`src/rtl/fxp_pkg.sv`:
```
// fxp_pkg -- shared types and arithmetic helpers for the fixed-point
// multiplier pipeline.
//   rnd_mode_e      : per-beat rounding mode (half-up or truncate/floor)
//   fxp_wide_t      : signed working width, wide enough for a 2N-bit
//                     product plus the rounding increment for N <= 16
//   fxp_round_shift : optional +2^(F-1), then arithmetic shift right by F
//   fxp_ovf         : true when a value lies outside the N-bit signed range
package fxp_pkg;

    typedef enum logic {
        RND_HALF_UP = 1'b0,
        RND_TRUNC   = 1'b1
    } rnd_mode_e;

    // 2*16 product bits plus one headroom bit so the rounding add never wraps.
    localparam int FXP_WW = 33;
    typedef logic signed [FXP_WW-1:0] fxp_wide_t;

    function automatic fxp_wide_t fxp_round_shift(input fxp_wide_t p,
                                                  input int        f,
                                                  input rnd_mode_e m);
        fxp_wide_t t;
        t = p;
        if (m == RND_HALF_UP)
            t = p + (fxp_wide_t'(1) <<< (f - 1));
        return t >>> f;
    endfunction

    function automatic logic fxp_ovf(input fxp_wide_t v, input int n);
        fxp_wide_t lim;
        lim = fxp_wide_t'(1) <<< (n - 1);
        return (v >= lim) || (v < -lim);
    endfunction

endpackage

```
`src/rtl/fxp_round_sat.sv`:
```
// fxp_round_sat -- combinational round + saturate for one lane.
//   i_prod : full-precision signed product, 2N bits with 2F fractional bits
//   i_mode : rounding mode carried with the beat
//   o_y    : signed N-bit result with F fractional bits
//   o_sat  : result was clamped to the N-bit range
module fxp_round_sat
    import fxp_pkg::*;
#(
    parameter int N = 8,
    parameter int F = 7
) (
    input  logic [2*N-1:0] i_prod,
    input  rnd_mode_e      i_mode,
    output logic [N-1:0]   o_y,
    output logic           o_sat
);

    localparam logic [N-1:0] Y_MAX = {1'b0, {(N-1){1'b1}}};
    localparam logic [N-1:0] Y_MIN = {1'b1, {(N-1){1'b0}}};

    fxp_wide_t w_ext;
    fxp_wide_t w_shift;
    logic      w_ovf;

    // Casting a signed operand to the wider signed type sign-extends it.
    assign w_ext   = fxp_wide_t'($signed(i_prod));
    assign w_shift = fxp_round_shift(w_ext, F, i_mode);
    assign w_ovf   = fxp_ovf(w_shift, N);

    assign o_y   = !w_ovf ? w_shift[N-1:0]
                          : (w_shift[FXP_WW-1] ? Y_MIN : Y_MAX);
    assign o_sat = w_ovf;

endmodule

```
`src/rtl/fxp_mul_pipe.sv`:
```
// fxp_mul_pipe -- LANES-wide signed fixed-point multiplier, 3 register stages
// behind one valid/ready handshake.
//   clk, rst_n         : clock, async active-low reset
//   in_valid/in_ready  : input handshake; in_a/in_b packed lane i at [i*N +: N]
//   in_rnd             : 0 round-half-up, 1 truncate; travels with the beat
//   out_valid/out_ready: output handshake; out_y packed like the inputs
//   out_sat            : per-lane clamp flags for the beat on out_y
//   sat_cnt, sat_clr   : saturating count of accepted beats with any clamp,
//                        synchronous clear (clear wins over increment)
// Pipeline: S1 = operands + mode, S2 = full products, S3 = rounded result.
module fxp_mul_pipe
    import fxp_pkg::*;
#(
    parameter int N     = 8,
    parameter int F     = 7,
    parameter int LANES = 4
) (
    input  logic               clk,
    input  logic               rst_n,
    input  logic               in_valid,
    output logic               in_ready,
    input  logic [LANES*N-1:0] in_a,
    input  logic [LANES*N-1:0] in_b,
    input  logic               in_rnd,
    output logic               out_valid,
    input  logic               out_ready,
    output logic [LANES*N-1:0] out_y,
    output logic [LANES-1:0]   out_sat,
    output logic [15:0]        sat_cnt,
    input  logic               sat_clr
);

    logic [3:1]                  r_vld;
    logic                        w_ld1, w_ld2, w_ld3;
    logic [LANES-1:0][N-1:0]     r_a, r_b;
    rnd_mode_e                   r_rnd1, r_rnd2;
    logic [LANES-1:0][2*N-1:0]   w_prod, r_prod;
    logic [LANES-1:0][N-1:0]     w_y, r_y;
    logic [LANES-1:0]            w_sat, r_sat;
    logic [15:0]                 r_sat_cnt;
    logic                        w_out_hs;

    // A stage may load when it is empty or its content moves on this cycle.
    // The chain starts at out_ready, so in_ready never depends on in_valid.
    assign w_ld3    = !r_vld[3] || out_ready;
    assign w_ld2    = !r_vld[2] || w_ld3;
    assign w_ld1    = !r_vld[1] || w_ld2;
    assign in_ready = w_ld1;
    assign w_out_hs = r_vld[3] && out_ready;

    always_ff @(posedge clk or negedge rst_n) begin
        if (!rst_n) begin
            r_vld <= '0;
        end else begin
            if (w_ld1) r_vld[1] <= in_valid;
            if (w_ld2) r_vld[2] <= r_vld[1];
            if (w_ld3) r_vld[3] <= r_vld[2];
        end
    end

    // Data registers only capture real beats; bubbles leave them untouched.
    always_ff @(posedge clk or negedge rst_n) begin
        if (!rst_n) begin
            r_a    <= '0;
            r_b    <= '0;
            r_rnd1 <= RND_HALF_UP;
        end else if (w_ld1 && in_valid) begin
            r_a    <= in_a;
            r_b    <= in_b;
            r_rnd1 <= rnd_mode_e'(in_rnd);
        end
    end

    always_ff @(posedge clk or negedge rst_n) begin
        if (!rst_n) begin
            r_prod <= '0;
            r_rnd2 <= RND_HALF_UP;
        end else if (w_ld2 && r_vld[1]) begin
            r_prod <= w_prod;
            r_rnd2 <= r_rnd1;
        end
    end

    always_ff @(posedge clk or negedge rst_n) begin
        if (!rst_n) begin
            r_y   <= '0;
            r_sat <= '0;
        end else if (w_ld3 && r_vld[2]) begin
            r_y   <= w_y;
            r_sat <= w_sat;
        end
    end

    for (genvar g = 0; g < LANES; g++) begin : g_lane
        // Both operands widened as signed first so the 2N-bit product is exact.
        assign w_prod[g] = (2*N)'($signed(r_a[g])) * (2*N)'($signed(r_b[g]));

        fxp_round_sat #(
            .N (N),
            .F (F)
        ) u_round_sat (
            .i_prod (r_prod[g]),
            .i_mode (r_rnd2),
            .o_y    (w_y[g]),
            .o_sat  (w_sat[g])
        );
    end

    always_ff @(posedge clk or negedge rst_n) begin
        if (!rst_n)
            r_sat_cnt <= '0;
        else if (sat_clr)
            r_sat_cnt <= '0;
        else if (w_out_hs && (|r_sat) && (r_sat_cnt != 16'hFFFF))
            r_sat_cnt <= r_sat_cnt + 16'd1;
    end

    assign out_valid = r_vld[3];
    assign out_y     = r_y;
    assign out_sat   = r_sat;
    assign sat_cnt   = r_sat_cnt;

endmodule

```
`config.mk`:
```
export PLATFORM = sky130hd
export DESIGN_NAME = fxp_mul_pipe
export DESIGN_NICKNAME = d
export VERILOG_FILES = /design/src/rtl/fxp_pkg.sv /design/src/rtl/fxp_round_sat.sv /design/src/rtl/fxp_mul_pipe.sv
export SDC_FILE = /design/constraint.sdc
export NUM_CORES = 1
export LEC_CHECK = 0
export CAP_MARGIN = 5
export CORE_UTILIZATION = 60
export CTS_CLUSTER_SIZE = 20
export DETAILED_ROUTE_END_ITERATION = 8
export DONT_BUFFER_PORTS = 1
export HOLD_SLACK_MARGIN = 0.05
export PLACE_DENSITY = 0.79
export SYNTH_ARGS = -nofsm -noshare
export SYNTH_HDL_FRONTEND = slang
export SYNTH_HIERARCHICAL = 1
export SYNTH_SLANG_ARGS = --single-unit
export TNS_END_PERCENT = 100
```
`constraint.sdc`:
```
create_clock -name clk -period 11.3 [get_ports clk]
set_input_delay 1.13 -clock clk [delete_from_list [all_inputs] [get_ports clk]]
set_output_delay 1.13 -clock clk [all_outputs]
set_load 0.01 [all_outputs]
```
==> metrics.yaml, run 1 <==
cts.sinks: 161
cts_tree: "yes"
syn_nets: 2261
synthCells: 1850
hold_viol: 0
num_io_pins: 124
avgRoutedWirePerCell_um: 16.0
slew_headroom: 0.389
postCtsSetupRepairBufs: 0
r2r_setup_slack_ns: 6.48
grtUsageTotal: 0.251
rows: 63
areaGrowthSynthToFinish_pct: 5.24
critical_path_peak_fanout: 9
root_buffer: "clkbuf_16"
dieArea_sq_um: 30800
numCtsBuffers: 17
clkTransAtPathRegs_ns: 0.07
htreeDepth: 4
antenna_found_initial: 3
fin_crit_sh: 0.427
layout.nets: 2248
cp-end-kind: "register"
drtAntennaViolNets: 0
dr.pass1.iters: 5
cts_resized: 0
viasPerCell: 5.69
vias: 12700
clock_path_buffers: 2
grt_pass1_vias: 13300
die_y_um: 176
grt_overflow: 0
finalMaxSlewViolations: 0
outcome: "completed"
tightest_slew_ns: 0.917
die_w_um: 176
period_needed_ns: 4.82
skew_ns: 0.00963
drive_above_1_share: 0.0995
drt_iter0_markers: 878
setup_tns_ns: 0
cap_violations: 0
syn-mean-instance-area_sq_um: 9.76
core_area_sq_um: 29600
worstPathArrival_ns: 5.17
synth_area_sq_um: 18100
drt_wl_total_um: 35900
path_class: "register to register"
hold_class: "primary input to asynchronous set/reset pin"
clk_latency_ns: 0.45
detailed_place_hpwl_um: 27600
hold_buffers: 0
required_ns: 11.64
grt_pass1_wl_um: 62600
place_congestion: 0.919
yosysWarnings: 6
drc: 0
start_kind: "register"
grt_max_degree: 162
fmaxAchievable_mhz: 207
start_util: 0.609
rsz0062_at_grt: "no"
final-setup-viol-count: 0
portBuffers: 0
n_fill_cell: 2422
[cell usage in the layout (no fill, tap or decap), types with 12 or more instances in the layout]
master     instances
nand2b_1          15
nand3b_1          12
a21o_1            32
nor3_1            24
o21a_1            16
o31ai_1           20
dfrtp_1          161
fa_1             220
nand2_1          103
a211oi_1          12
ha_1             121
o21ai_0           54
xor2_1            26
inv_1            334
or3_1             25
nor2_1            61
and2_1           183
a21oi_1           22
clkbuf_16         17
mux2_2           111
nand3_1           34
nor4_1            16
xnor2_1           39
nor2b_1           27
[routing by layer]
layer	GRT usage	vias up	routed length (um)
li1	-	6012	-
met1	0.323	6378	15600
met2	0.428	302	17900
met3	0.0487	55	1740
met4	0.0772	2	659
met5	0	-	13
[area by class of cell]
class,instances,area [sq um],area share
sequential,161,4030,0.212
tap,390,488,0.0257
antenna,1,2.50,0.000132
inverter,334,1250,0.0660
timing repair buffer,2,15.0,0.000790
multi-input combinational,1321,12600,0.665
clock buffer,20,457,0.0240
clock inverter,12,124,0.00652
[worst max-delay path, cell delays in order (launching register included)]
cell	delay, ns
dfrtp_1	0.48
nand2_1	0.17
inv_1	0.09
fa_1	0.60
inv_1	0.16
fa_1	0.55
inv_1	0.05
fa_1	0.52
inv_1	0.05
fa_1	0.53
inv_1	0.04
ha_1	0.21
a21o_1	0.23
a2111oi_0	0.40
nor3_1	0.18
xor2_1	0.17
mux2_2	0.27
[metrics by stage]
stage                     hold slack (ns)   util  setup slack, ns  instances  area (sq um)
after floorplan                     0.432      -             6.81       1850         18100
after CTS                           0.349  0.641             6.47       2240         19000
after detailed placement            0.449  0.622             6.51       2208         18400
after global placement              0.450  0.622             6.63       2208         18400
after global routing                0.351  0.641             6.19       2240         19000
final                               0.382  0.641             6.48       2241         19000
[flip-flops by register name (all words and copies together), names as in the netlist]
| name | flops |
|---|---|
| out_y | 32 |
| r_b | 32 |
| r_a | 32 |
| r_vld | 3 |
| r_rnd2 | 1 |
| sat_cnt | 16 |
| r_rnd1 | 1 |
| r_prod | 40 |
| out_sat | 4 |
[worst paths after layout]
path / start / end / cells after the start
worst min register to register: r_rnd1 / r_rnd2 / 2
max in group asynchronous: rst_n / r_prod[8] / 0
worst max-delay path: r_b[18] / r_prod[45] / 16
min in group clk: r_rnd1 / r_rnd2 / 2
worst max register to register: r_b[18] / r_prod[45] / 16
worst min-delay path: rst_n / r_a[13] / 0
Power of run 1 is not shown: default switching activity piles up to over one toggle a cycle in this logic, so the estimate is an artifact.
==> run 2, diff against run 1 <==
==> constraint.sdc (replaced) <==
create_clock -name clk -period 4.8 [get_ports clk]
set_input_delay 0.48 -clock clk [delete_from_list [all_inputs] [get_ports clk]]
set_output_delay 0.48 -clock clk [all_outputs]
set_load 0.01 [all_outputs]
==> run 2 against run 1 <==
- the run now ends with hold timing left
- die area unchanged
- clock-buffer cell count decreased by 2
- wire length increased by 0.15%
- register-to-register slack got worse by 6.3 ns
- sequential share of layout area decreased by 0.16 points
- worst setup slack got worse by 6.3 ns
- final area increased by 1.2%
- flip-flop and latch count unchanged
- non-clock buffer count increased by 10
- first-iteration DRC count decreased by 30%
- utilization increased by 0.77 points
- hold slack got worse by 0.39 ns
==> metrics.yaml, run 2 (synthesis results as in run 1) <==
outcome: "complete, but fails checks"
violations: "hold timing"
viasPerCell: 5.63  # -1.0%
grtUsageTotal: 0.247  # -0.00409
start_util: 0.609  # unchanged
grt_pass1_vias: 13000  # -2.3%
r2r_end: "r_prod[30]"
fin_crit_sh: 0.961  # +0.534
reg2reg_from: "r_a[11]"
critical_path_peak_fanout: 9  # unchanged
die_w_um: 176  # unchanged
rsz0062_at_grt: "no"
setup_tns_ns: 0  # unchanged
grt_max_degree: 162  # unchanged
portBuffers: 0  # unchanged
top_register: "r_prod"
tightest_slew_ns: 0.938  # +0.0209 ns
antenna_found_initial: 2  # -1
dieArea_sq_um: 30800  # unchanged
dp.cells: 2217  # +0.41%
layout_commonest_cell: "inv_1"
whs_ns: -0.0117  # -0.394 ns
final_cells: 2251  # +0.45%
layout.nets: 2258  # +0.44%
grt_pass1_wl_um: 61100  # -2.4%
worstPathArrival_ns: 5.01  # -0.16 ns
vias: 12700  # -0.56%
num_io_pins: 124  # unchanged
clock_path_buffers: 2  # unchanged
r2r_setup_slack_ns: 0.19  # -6.29 ns
fmaxAchievable_mhz: 217  # +4.5%
clkTransAtPathRegs_ns: 0.08  # about the same
numCtsBuffers: 17  # unchanged
cts.sinks: 161  # unchanged
required_ns: 5.19  # -6.45 ns
final-setup-viol-count: 0  # unchanged
die_y_um: 176  # unchanged
start_kind: "register"
htreeDepth: 4  # unchanged
hold_viol: 2  # +2
drtAntennaViolNets: 0  # unchanged
mostFrequentLayoutCells: "inv_1 (332), fa_1 (218), and2_1 (182), dfrtp_1 (147), ha_1 (121)"
cap_violations: 0  # unchanged
core_area_sq_um: 29600  # unchanged
largest_reg_flops: 40  # unchanged
hold_class: "primary input to asynchronous set/reset pin"
postCtsSetupRepairBufs: 0  # unchanged
detailed_place_hpwl_um: 28000  # +1.4%
slew_headroom: 0.372  # -0.0162
root_buffer: "clkbuf_16"
clk_latency_ns: 0.45  # about the same
period_needed_ns: 4.61  # -0.209 ns
drc: 0  # unchanged
avgRoutedWirePerCell_um: 16.0  # -0.29%
path_class: "register to register"
rows: 63  # unchanged
place_congestion: 0.905  # -1.6%
cts_tree: "yes"
areaGrowthSynthToFinish_pct: 6.50
rr_worst_depth: 16  # unchanged
finalMaxSlewViolations: 0  # unchanged
drive_above_1_share: 0.122  # +0.0220
drt_wl_total_um: 36000  # +0.15%
drt_iter0_markers: 618  # -30%
skew_ns: 0.00821  # -0.00141 ns
dr.pass1.iters: 6  # +1
cp-end-kind: "register"
grt_overflow: 0  # unchanged
-- run 2: cell types whose count changed in the layout (fill, tap and decap cells not counted), sizes merged --
cell      before  now
buf            2   12
inv          338  344
clkinvlp       4    1
clkbuf        20   18
bufinv         1    0
-- run 2: timing repair --
item / in CTS / in global routing
pin swaps: 0 / 1
gates resized for setup: 1 / 39
hold endpoints to repair: 161 / 0
endpoints found under the setup margin: 1 / 14
hold buffers: 1 / 0
-- run 2: through the flow --
| step | setup WS, ns | hold WS (ns) | instance area (sq um) | utilization |
|---|---|---|---|---|
| 6_report | 0.186 | -0.0117 | 19200 | 0.649 |
| 2_1_floorplan | 0.306 | 0.184 | 18100 | - |
| 3_5_place_dp | 0.00295 | 0.188 | 18500 | 0.624 |
| 5_1_grt | 0.00625 | 0.0722 | 19200 | 0.649 |
| 4_1_cts | 0.00434 | 0.0633 | 19100 | 0.644 |
| 3_3_place_gp | 0.142 | 0.188 | 18500 | 0.624 |
-- run 2: worst max-delay path by stage --
stage                     startpoint         end  cells past startpoint
after floorplan              r_b[19]  r_prod[45]                     15
after global placement        r_a[7]  r_prod[15]                     16
after detailed placement     r_b[11]  r_prod[29]                     15
after CTS                    r_b[20]  r_prod[45]                     15
after global routing          r_a[7]  r_prod[15]                     16
final                        r_a[11]  r_prod[30]                     16
-- run 2: layout make-up --
cell class | count | area, sq um
clock inverter | 14 | 141
fill | 2353 | 10400
timing repair buffer | 12 | 110
inverter | 334 | 1250
tap | 390 | 488
antenna | 1 | 2.50
multi-input combinational | 1321 | 12800
clock buffer | 18 | 429
sequential | 161 | 4050
-- run 2: worst max-delay path: stages (launching register included) --
cell and delay [ns]:
dfrtp_1 0.47, and2_1 0.22, fa_1 0.53, inv_1 0.05
fa_1 0.48, inv_1 0.06, fa_1 0.52, inv_1 0.05
fa_1 0.52, inv_1 0.04, ha_1 0.32, o21a_1 0.18
o31a_1 0.15, o31ai_4 0.23, a21oi_1 0.13, or4_1 0.50
nand3_1 0.11
-- run 2: per-layer routing --
layer  up-vias  global-route usage  part of all wire
met3        54              0.0448             0.044
li1       6051                   -                 -
met1      6326               0.318              0.44
met4         0              0.0721             0.018
met2       246               0.426              0.50
met5         -                   0                 0
Power of run 2 is left out for the same reason.
